`config.mk`:
```
export PLATFORM = sky130hd
export DESIGN_NAME = csa_resolve_flat
export DESIGN_NICKNAME = d
export VERILOG_FILES = /design/src/rtl/csa_resolve_if.sv /design/src/rtl/csa_resolve.sv /design/src/flat_wrapper.sv
export SDC_FILE = /design/constraint.sdc
export NUM_CORES = 1
export LEC_CHECK = 0
export ABC_AREA = 1
export BUFFER_PORTS_ARGS = -buffer_cell sky130_fd_sc_hd__buf_2
export CAP_MARGIN = 5
export CORE_MARGIN = 4
export CORE_UTILIZATION = 30
export CTS_BUF_LIST = sky130_fd_sc_hd__clkbuf_8
export DETAILED_ROUTE_END_ITERATION = 7
export GPL_ROUTABILITY_DRIVEN = 0
export SETUP_SLACK_MARGIN = 0.5
export SLEW_MARGIN = 20
export SYNTH_ARGS = -nofsm -noshare
export SYNTH_HDL_FRONTEND = slang
export SYNTH_SLANG_ARGS = --single-unit
```
`constraint.sdc`:
```
create_clock -name clk -period 1.7 [get_ports clk]
set_input_delay 0.255 -clock clk [delete_from_list [all_inputs] [get_ports clk]]
set_output_delay 0.255 -clock clk [all_outputs]
set_load 0.02 [all_outputs]
```
`src/rtl/csa_resolve_if.sv`:
```
// Valid/ready handshake bundle for the carry-save resolver: operand side and result side.
// The master modport belongs to the producer/consumer and the slave modport to the resolver.
interface csa_resolve_if #(
    parameter int WIDE = 8
);
    logic            in_valid;
    logic            in_ready;
    logic [WIDE-1:0] ps;
    logic [WIDE-1:0] pc;
    logic            out_valid;
    logic            out_ready;
    logic [WIDE+1:0] sum;

    modport master (
        output in_valid, ps, pc, out_ready,
        input  in_ready, out_valid, sum
    );

    modport slave (
        input  in_valid, ps, pc, out_ready,
        output in_ready, out_valid, sum
    );
endinterface

```
`src/rtl/csa_resolve.sv`:
```
// Converts a carry-save pair (ps, pc) into binary ps + 2*pc.
// Resolution is digit-serial: CHUNK bits per cycle through one shared small adder.
module csa_resolve #(
    parameter int WIDE  = 8,
    parameter int CHUNK = 4
) (
    input logic         clk,
    input logic         rst,
    csa_resolve_if.slave bus
);
    localparam int EXTW = WIDE + 2;
    localparam int NCH  = (EXTW + CHUNK - 1) / CHUNK;
    localparam int PADW = NCH * CHUNK;
    localparam int CW   = (NCH > 1) ? $clog2(NCH) : 1;

    typedef enum logic [1:0] {IDLE, RUN, DONE} state_e;

    state_e            state_q, state_d;
    logic [PADW-1:0]   opA_q, opA_d;
    logic [PADW-1:0]   opB_q, opB_d;
    logic [CW-1:0]     cnt_q, cnt_d;
    logic              carry_q, carry_d;
    logic [EXTW-1:0]   result_q, result_d;
    logic [CHUNK-1:0]  chunkA;
    logic [CHUNK-1:0]  chunkB;
    logic [CHUNK:0]    chunkSum;

    // One chunk of each padded operand plus the carry from the previous chunk.
    assign chunkA   = opA_q[cnt_q*CHUNK +: CHUNK];
    assign chunkB   = opB_q[cnt_q*CHUNK +: CHUNK];
    assign chunkSum = {1'b0, chunkA} + {1'b0, chunkB} + {{CHUNK{1'b0}}, carry_q};

    always_ff @(posedge clk or posedge rst) begin
        if (rst) begin
            state_q  <= IDLE;
            opA_q    <= '0;
            opB_q    <= '0;
            cnt_q    <= '0;
            carry_q  <= 1'b0;
            result_q <= '0;
        end else begin
            state_q  <= state_d;
            opA_q    <= opA_d;
            opB_q    <= opB_d;
            cnt_q    <= cnt_d;
            carry_q  <= carry_d;
            result_q <= result_d;
        end
    end

    always_comb begin
        state_d  = state_q;
        opA_d    = opA_q;
        opB_d    = opB_q;
        cnt_d    = cnt_q;
        carry_d  = carry_q;
        result_d = result_q;
        case (state_q)
            IDLE: begin
                if (bus.in_valid) begin
                    opA_d   = PADW'(bus.ps);
                    opB_d   = PADW'({bus.pc, 1'b0});
                    cnt_d   = '0;
                    carry_d = 1'b0;
                    state_d = RUN;
                end
            end
            RUN: begin
                // Only the bits of the current chunk that fall inside the result are written.
                for (int i = 0; i < EXTW; i++) begin
                    if ((i / CHUNK) == int'(cnt_q)) begin
                        result_d[i] = chunkSum[i % CHUNK];
                    end
                end
                carry_d = chunkSum[CHUNK];
                cnt_d   = cnt_q + 1'b1;
                if (cnt_q == CW'(NCH - 1)) begin
                    state_d = DONE;
                end
            end
            DONE: begin
                if (bus.out_ready) begin
                    state_d = IDLE;
                end
            end
            default: state_d = IDLE;
        endcase
    end

    assign bus.in_ready  = (state_q == IDLE);
    assign bus.out_valid = (state_q == DONE);
    assign bus.sum       = result_q;
endmodule
```
`src/flat_wrapper.sv`:
```
// flat-port wrapper written by rule: the top's interface ports become plain ports
module csa_resolve_flat 
#(
    parameter int WIDE  = 8,
    parameter int CHUNK = 4
)
  (clk, rst, bus_in_valid, bus_ps, bus_pc, bus_out_ready, bus_in_ready, bus_out_valid, bus_sum);
  csa_resolve_if #(.WIDE(WIDE)) bus_i ();
  input logic clk;
  input logic rst;
  input wire logic [$bits(bus_i.in_valid)-1:0] bus_in_valid;
  input wire logic [$bits(bus_i.ps)-1:0] bus_ps;
  input wire logic [$bits(bus_i.pc)-1:0] bus_pc;
  input wire logic [$bits(bus_i.out_ready)-1:0] bus_out_ready;
  output wire logic [$bits(bus_i.in_ready)-1:0] bus_in_ready;
  output wire logic [$bits(bus_i.out_valid)-1:0] bus_out_valid;
  output wire logic [$bits(bus_i.sum)-1:0] bus_sum;
  assign bus_i.in_valid = bus_in_valid;
  assign bus_i.ps = bus_ps;
  assign bus_i.pc = bus_pc;
  assign bus_i.out_ready = bus_out_ready;
  assign bus_in_ready = bus_i.in_ready;
  assign bus_out_valid = bus_i.out_valid;
  assign bus_sum = bus_i.sum;
  csa_resolve #(.WIDE(WIDE), .CHUNK(CHUNK)) u_core (.clk(clk), .rst(rst), .bus(bus_i));
endmodule
```
==> impl_metrics.json, run 1 <==
{
  "core_um2": 4850,
  "path_max_fanout": 6,
  "dp.cells": 283,
  "yosysMostFrequentCell": "nand2_1",
  "cp_num_buf_inv": 2,
  "start_kind": "flip-flop",
  "status": "finished with violations",
  "whs_ns": 0.0408,
  "syn_area_per_cell_um2": 8.51,
  "grt_pass1_vias": 1271,
  "synth_commonest_cells": "75 x nand2_1, 31 x dfrtp_1, 15 x nor2_1",
  "grt_first_pass_wirelength_um": 5930,
  "final_antenna_net_count": 0,
  "r2r_start": "u_core.cnt_q[0]",
  "fin_crit_sh_pct": 105,
  "chipWidth_um": 79.5,
  "setup_slack_ns": -0.0832,
  "syn_inst": 180,
  "postLayoutCoreUtil_pct": 44.5,
  "slew_headroom_pct": 73.7,
  "crit_path_top_delay_cell": "fa_2",
  "post-dp-hpwl_um": 2430,
  "cp-end-kind": "flip-flop",
  "port-buffer-count": 31,
  "io-pin-count": 32,
  "firstDrtPassIters": 4,
  "fin_crit_ns": 1.78,
  "cts.root.buffer_cell": "clkbuf_8",
  "cts_tree": "done",
  "die_h_um": 79.5,
  "drive_gt1_share_pct": 43.1,
  "antenna_found_initial": 0,
  "maxCapViolCount": 0,
  "finalSetupViolCount": 6,
  "cellLeakagePower_nw": 1.13,
  "cts_made_buffers": 5,
  "cp_cell_sequence": "clkinv_4 > nand3_2 > nand2_2 > fa_2 > inv_2 > fa_2 > o21ai_1",
  "placed_cell_area_um2": 1810,
  "synthTopCellsByArea": "dfrtp_1 51%, nand2_1 18%, ha_1 4.9%",
  "yosys_register_bits": 31,
  "clock_latency_ns": 0.28,
  "syn_nets": 208,
  "rsz0062_at_grt": "true",
  "crit_required_ns": 1.91,
  "final_area_um2": 2160,
  "seqCellArea_um2": 777,
  "crit_type": "reg -> reg",
  "r2r_slack_ns": -0.08,
  "pre_cts_ws_ns": -0.105,
  "synth.cell_area_um2": 1530,
  "slew_viol_final": 0,
  "yosys.area.top_type_share_pct": 50.7,
  "cts_max_path_buffers": 2,
  "path_clk_slew_ns": 0.07,
  "ys_warn_count": 0,
  "worst_pin_slew_ns": 0.395,
  "synth_top_area_cell": "dfrtp_1",
  "final_nets": 259,
  "holdBufCountCts": 0,
  "cts.sinks": 31,
  "critPathArrivalTime_ns": 1.99,
  "drt_iter0_markers": 31,
  "drt_wl_total_um": 3390,
  "fin_skew_ns": 0.00515,
  "std_cell_rows": 25,
  "power_density_nw_per_um2": 2270,
  "num-fill-cells": 468,
  "stdcell_count": 299,
  "gr-total-overflow": 0,
  "worstHoldPathType": "in -> async",
  "antenna_cells": 0,
  "wl_per_cell_um": 11.3,
  "cp_top_family": "adder cells",
  "violations": "negative setup slack",
  "crit_path_frequent_cell": "fa_2",
  "cpPeakStageDelay_ns": 0.46,
  "hold_viol": 0,
  "grt_max_degree": 32,
  "synth_edf_count": 0,
  "fp.dieArea_um2": 6310,
  "yosysSeqAreaShare_pct": 50.7,
  "ys_types": 22,
  "multi_input_area_um2": 807,
  "crit_cells": 7,
  "synthArstFlopShare_pct": 100,
  "r2r_cells": 7,
  "ir_drop_uv": 617,
  "vias_per_cell": 4.24,
  "grt_use_total_pct": 12.0,
  "rr_endpoint": "u_core.bus.sum[5]",
  "area_growth_pct": 40.9,
  "synth_ff_type": "dfrtp_1",
  "cts_max_level": 2,
  "initial_core_util_pct": 31.6,
  "via_count": 1267,
  "drcViolationCount": 0,
  "max_freq_mhz": 561
}
## per-stage QoR
stage | total power [W] | setup TNS [ns]
final | 0.00490 | -0.306
after global routing | 0.00535 | -1.14
after CTS | 0.00468 | -0.214
after detailed placement | 0.00350 | -0.621
after global placement | 0.00345 | -0.454
after floorplan | 0.00291 | -0.0221
## flip-flops by register name, indices dropped and copies added, names as in the netlist
name	count
u_core.bus.sum	10
u_core.carry_q	1
u_core.cnt_q	2
u_core.opA_q	8
u_core.opB_q	8
u_core.state_q	2
## worst max path at each step
stage                    startpoint                end  slack [ns]
global placement    u_core.cnt_q[0]  u_core.bus.sum[2]        -0.1
global route        u_core.cnt_q[0]  u_core.bus.sum[9]       -0.17
floorplan           u_core.cnt_q[0]  u_core.bus.sum[1]      -0.007
finish              u_core.cnt_q[0]  u_core.bus.sum[5]       -0.08
CTS                 u_core.cnt_q[0]  u_core.bus.sum[1]       -0.05
detailed placement  u_core.cnt_q[0]  u_core.bus.sum[2]       -0.11
## area by class of cell
class | count | area share [%]
Clock inverter | 2 | 1.62
Clock buffer | 6 | 3.83
Tap cell | 67 | 3.88
Sequential cell | 31 | 36.0
Multi-Input combinational cell | 132 | 37.4
Inverter | 14 | 3.25
Timing Repair Buffer | 47 | 14.0
## metal layers
layer | global-route usage (%) | up-vias | wire length, um
met5 | 0 | - | 0
met4 | 3.09 | 0 | 46
met3 | 3.95 | 6 | 173
met2 | 19.1 | 27 | 1530
met1 | 15.5 | 567 | 1630
li1 | - | 667 | -
## where the power goes
part           total [W]  internal (W)  switching, W
clock           0.000748      0.000474      0.000275
combinational    0.00279       0.00122       0.00157
sequential       0.00136       0.00109      0.000265
## timing repair
action	CTS	global route
resized for setup	28	16
pin swaps	13	12
setup endpoints to repair	16	17
buffers inserted	7	1
cloned	0	0
## worst reg2reg max path, delay by kind of cell (launching register included)
| family | cells | cell delay (ns) |
|---|---|---|
| AOI/OAI and AO/OA | 1 | 0.13 |
| adders and majority gates | 2 | 0.84 |
| buffers and inverters | 2 | 0.16 |
| DFF | 1 | 0.45 |
| and+or+nand+nor | 2 | 0.13 |
## layout by cell type, fill, tap and decap left out
cell type	n
nor2_1	9
buf_2	29
inv_2	6
o21ai_0	3
inv_1	5
bufinv_16	1
clkinv_4	2
o21ai_1	6
nand2_8	1
buf_4	12
nand2_2	3
a21oi_2	2
ha_2	1
ha_1	3
nand2_4	3
inv_8	1
xnor2_2	1
nand2_1	73
o21ai_2	5
o31ai_4	1
dfrtp_2	1
clkinv_2	1
fa_2	2
nor3_2	2
buf_6	6
nand3_1	3
nand3_2	4
dfrtp_1	30
clkbuf_8	6
ha_4	2
nor2_4	2
nor2_2	6
## cell families (layout without fill, tap and decap cells)
kind of cell / after synthesis / after routing / share of synthesized area (%)
AOI/OAI and AO/OA: 17 / 17 / 5.96
xor gates and xnor gates: 1 / 1 / 0.572
adders and majority gates: 8 / 8 / 7.52
buffers and inverters: 17 / 69 / 5.80
DFF: 31 / 31 / 50.7
and+or+nand+nor: 106 / 106 / 29.5
(Power assumes the default switching activity.)
==> run 2, diff against run 1 <==
SETUP_SLACK_MARGIN = 0.05   (was 0.5)
==> impl_metrics.json, run 2 (synthesis gave the netlist of run 1 again) <==
{
  "final.setup.tns_ns": -0.285,
  "maxCapViolCount": 0,
  "path_max_fanout": 7,
  "largest_reg_flops": 10,
  "ir_drop_uv": 724,
  "setup_slack_ns": -0.0783,
  "num-fill-cells": 504,
  "fin_crit_sh_pct": 105,
  "chipWidth_um": 79.5,
  "io-pin-count": 32,
  "start_kind": "flip-flop",
  "grt_use_total_pct": 11.8,
  "worstHoldPathType": "in -> async",
  "p_switching_w": 0.00201,
  "area_growth_pct": 34.6,
  "dp.cells": 286,
  "drcViolationCount": 0,
  "drive_gt1_share_pct": 39.4,
  "wl_per_cell_um": 11.4,
  "crit_required_ns": 1.91,
  "swShare_pct": 43.8,
  "fin_skew_ns": 0.00395,
  "final_cell_mix": "74 x nand2_1, 31 x buf_2, 29 x dfrtp_1",
  "vias_per_cell": 4.18,
  "via_count": 1247,
  "p_int_w": 0.00258,
  "cts_made_buffers": 5,
  "firstDrtPassIters": 4,
  "port-buffer-count": 31,
  "cts_tree": "done",
  "cts_max_level": 2,
  "drt_wl_total_um": 3390,
  "path_clk_slew_ns": 0.06,
  "crit_type": "reg -> reg",
  "drt_iter0_markers": 52,
  "fp.dieArea_um2": 6310,
  "hold_viol": 0,
  "finalSetupViolCount": 5,
  "grt_max_degree": 32,
  "initial_core_util_pct": 31.6,
  "grt_pass1_vias": 1242,
  "status": "finished with violations",
  "cellLeakagePower_nw": 1.10,
  "power_w": 0.00459,
  "post-dp-hpwl_um": 2410,
  "core_um2": 4850,
  "cp-end-kind": "flip-flop",
  "violations": "negative setup slack",
  "pwr-share-seq_pct": 29.6,
  "power_density_nw_per_um2": 2230,
  "pwr-share-clk_pct": 13.5,
  "stdcell_count": 298,
  "final_nets": 258,
  "antenna_cells": 0,
  "cts.root.buffer_cell": "clkbuf_8",
  "gr-total-overflow": 0,
  "slew_headroom_pct": 73.7,
  "antenna_found_initial": 0,
  "postLayoutCoreUtil_pct": 42.5,
  "cts.sinks": 31,
  "grt_first_pass_wirelength_um": 5710,
  "max_freq_mhz": 562,
  "critPathArrivalTime_ns": 1.98,
  "r2r_cells": 7,
  "fin_crit_ns": 1.78,
  "std_cell_rows": 25,
  "final_antenna_net_count": 0,
  "clock_latency_ns": 0.28,
  "whs_ns": 0.0479,
  "rsz0062_at_grt": "true",
  "cts_max_path_buffers": 2,
  "final_common_cell": "nand2_1",
  "combPwrFrac_pct": 57.0,
  "die_h_um": 79.5,
  "worst_pin_slew_ns": 0.394,
  "holdBufCountCts": 0,
  "slew_viol_final": 0
}
run 2: cell types whose count changed in the layout (fill, tap and decap cells not counted), moves of 2 or more:
cell     previous run  this run
o21ai_0             3         6
buf_4              12        14
buf_2              29        31
inv_1               5         8
inv_2               6         4
buf_6               6         1
ha_1                3         5
o21ai_1             6         4
run 2: critical path, stage by stage (launching register included):
cell	delay, ns
dfrtp_2	0.43
clkinv_4	0.11
nor2_4	0.10
nor2_2	0.05
fa_2	0.37
inv_2	0.06
fa_2	0.45
o21ai_1	0.12
run 2: area by class of cell:
type / instances / area, um^2 / area share, %
inverter: 14 / 67.6 / 3.28
clock inverter: 1 / 3.75 / 0.182
sequential: 31 / 778 / 37.8
multi-input combinational: 132 / 759 / 36.9
tap: 67 / 83.8 / 4.07
clock buffer: 7 / 96.3 / 4.68
timing repair buffer: 46 / 272 / 13.2
run 2: power by group through the flow:
stage | Clock (W) | Combinational (W) | Sequential, W
floorplan | 0 | 0.00148 | 0.00141
global route | 0.000691 | 0.00294 | 0.00140
finish | 0.000619 | 0.00261 | 0.00136
CTS | 0.000654 | 0.00243 | 0.00135
detailed placement | 0 | 0.00218 | 0.00134
global placement | 0 | 0.00215 | 0.00133
run 2: what timing repair did:
| item | in CTS | in global routing |
|---|---|---|
| setup endpoints to repair | 8 | 8 |
| pin swaps | 5 | 5 |
| resized for setup | 16 | 12 |
| setup buffers | 3 | 1 |
run 2: through the flow:
stage,setup WS (ns),area [um^2]
after detailed placement,-0.112,1830
final,-0.0783,2060
after floorplan,-0.00738,1540
after global placement,-0.0744,1830
after CTS,-0.0445,2010
after global routing,-0.170,2060
run 2: path summary, 6_finish.rpt:
path,from,to,slack [ns]
worst max register to register,u_core.cnt_q[0],u_core.bus.sum[9],-0.08
worst min-delay path,rst,u_core.state_q[1],0.05
max in group asynchronous,rst,u_core.cnt_q[0],1.35
min in group clk,bus_out_ready,u_core.state_q[1],0.15
worst max-delay path,u_core.cnt_q[0],u_core.bus.sum[9],-0.08
worst min register to register,u_core.bus.sum[7],u_core.bus.sum[7],0.47
run 2: routing by layer:
layer | share of wire (%) | track usage (%) | wire length [um] | vias to the layer above
li1 | - | - | - | 659
met1 | 46 | 15.0 | 1540 | 552
met2 | 47 | 18.4 | 1590 | 33
met3 | 6.4 | 4.74 | 217 | 3
met4 | 1.0 | 3.09 | 34 | 0
met5 | 0 | 0 | 0 | -
==> run 3, diff against run 2 <==
BUFFER_PORTS_ARGS = -buffer_cell sky130_fd_sc_hd__buf_4   (was -buffer_cell sky130_fd_sc_hd__buf_2)
PLACE_DENSITY = 0.6   (was not set)
==> impl_metrics.json, run 3 (synthesis gave the netlist of run 1 again) <==
{
  "start_kind": "flip-flop",
  "maxCapViolCount": 0,
  "num-fill-cells": 502,
  "drive_gt1_share_pct": 34.4,
  "holdBufCountCts": 0,
  "drcViolationCount": 0,
  "initial_core_util_pct": 31.6,
  "cts_max_level": 2,
  "final_nets": 256,
  "fp.dieArea_um2": 6310,
  "status": "finished with violations",
  "path_max_fanout": 5,
  "ir_drop_uv": 784,
  "vias_per_cell": 4.29,
  "violations": "negative setup slack",
  "antenna_found_initial": 0,
  "cts.root.buffer_cell": "clkbuf_8",
  "slew_headroom_pct": 73.6,
  "max_freq_mhz": 558,
  "final_common_cell": "nand2_1",
  "via_count": 1261,
  "grt_first_pass_wirelength_um": 5540,
  "cellLeakagePower_nw": 1.10,
  "path_clk_slew_ns": 0.06,
  "die_h_um": 79.5,
  "fin_crit_ns": 1.79,
  "final_cell_mix": "74 x nand2_1, 42 x buf_4, 30 x dfrtp_1",
  "worstHoldPathType": "in -> async",
  "grt_pass1_vias": 1201,
  "firstDrtPassIters": 4,
  "io-pin-count": 32,
  "finalSetupViolCount": 8,
  "grt_max_degree": 32,
  "final.setup.tns_ns": -0.403,
  "fin_crit_sh_pct": 106,
  "wl_per_cell_um": 11.6,
  "whs_ns": 0.0653,
  "grt_use_total_pct": 11.5,
  "setup_slack_ns": -0.0936,
  "gr-total-overflow": 0,
  "antenna_cells": 0,
  "std_cell_rows": 25,
  "cts_tree": "done",
  "cts_made_buffers": 5,
  "clock_latency_ns": 0.27,
  "post-dp-hpwl_um": 2440,
  "crit_required_ns": 1.90,
  "largest_reg_flops": 10,
  "chipWidth_um": 79.5,
  "worst_pin_slew_ns": 0.396,
  "final_antenna_net_count": 0,
  "drt_iter0_markers": 52,
  "fin_skew_ns": 0.00318,
  "hold_viol": 0,
  "drt_wl_total_um": 3420,
  "core_um2": 4850,
  "critPathArrivalTime_ns": 2.00,
  "area_growth_pct": 35.2,
  "cts.sinks": 31,
  "power_density_nw_per_um2": 2130,
  "cp-end-kind": "flip-flop",
  "slew_viol_final": 0,
  "cts_max_path_buffers": 2,
  "rsz0062_at_grt": "true",
  "port-buffer-count": 31,
  "crit_type": "reg -> reg"
}
[run 3: repair_timing]
| action | CTS | global route |
|---|---|---|
| gates resized for setup | 10 | 9 |
| hold endpoints to repair | 0 | 0 |
| cloned | 0 | 0 |
| setup endpoints to repair | 8 | 8 |
| pin swaps | 10 | 7 |
| buffers inserted | 2 | 0 |
[run 3: final timing paths]
path / start / to / slack (ns) / depth (start not counted)
worst max-delay path: u_core.cnt_q[0] / u_core.bus.sum[1] / -0.09 / 7
worst min-delay path: rst / u_core.opA_q[4] / 0.07 / 3
worst max register to register: u_core.cnt_q[0] / u_core.bus.sum[1] / -0.09 / 7
worst min register to register: u_core.opA_q[2] / u_core.opA_q[2] / 0.48 / 2
max in group asynchronous: rst / u_core.cnt_q[0] / 1.33 / 3
min in group clk: bus_out_ready / u_core.state_q[1] / 0.15 / 2
[run 3: critical path, cell delays in order, from the launching register on]
cell and delay (ns):
dfrtp_2 0.44, buf_6 0.14, nand3_2 0.06, nand2_2 0.06, fa_2 0.37, inv_2 0.06, fa_2 0.44, o21ai_1 0.14
[run 3: layer usage]
metal	track usage, %	vias to the layer above	routed length [um]
met2	17.4	34	1570
met4	4.12	0	29
met1	15.4	568	1580
li1	-	654	-
met5	0	-	0
met3	3.50	5	240
[run 3: area by class of cell]
cell class,instances,area (um^2),area share (%)
Clock buffer,5,68.8,3.32
Clock inverter,1,3.75,0.181
Inverter,14,65.1,3.14
Multi-Input combinational cell,132,734,35.5
Sequential cell,31,777,37.5
Tap cell,67,83.8,4.05
Timing Repair Buffer,44,338,16.3
[run 3: power breakdown]
group | switching, W | leakage, nW | internal [W]
clock network | 0.000242 | 0.0413 | 0.000266
registers | 0.000249 | 0.387 | 0.00109
logic | 0.00145 | 0.668 | 0.00112
total | 0.00194 | 1.10 | 0.00247
[run 3: metrics by stage]
step	instances	area (um^2)	worst slack [ns]	total power (W)	utilization [%]
2_1_floorplan	180	1540	-0.00738	0.00289	-
3_3_place_gp	286	1910	-0.0641	0.00357	39.4
3_5_place_dp	286	1910	-0.0984	0.00362	39.4
4_1_cts	294	2040	-0.0936	0.00437	42.1
5_1_grt	294	2070	-0.163	0.00484	42.7
6_report	294	2070	-0.0936	0.00442	42.7
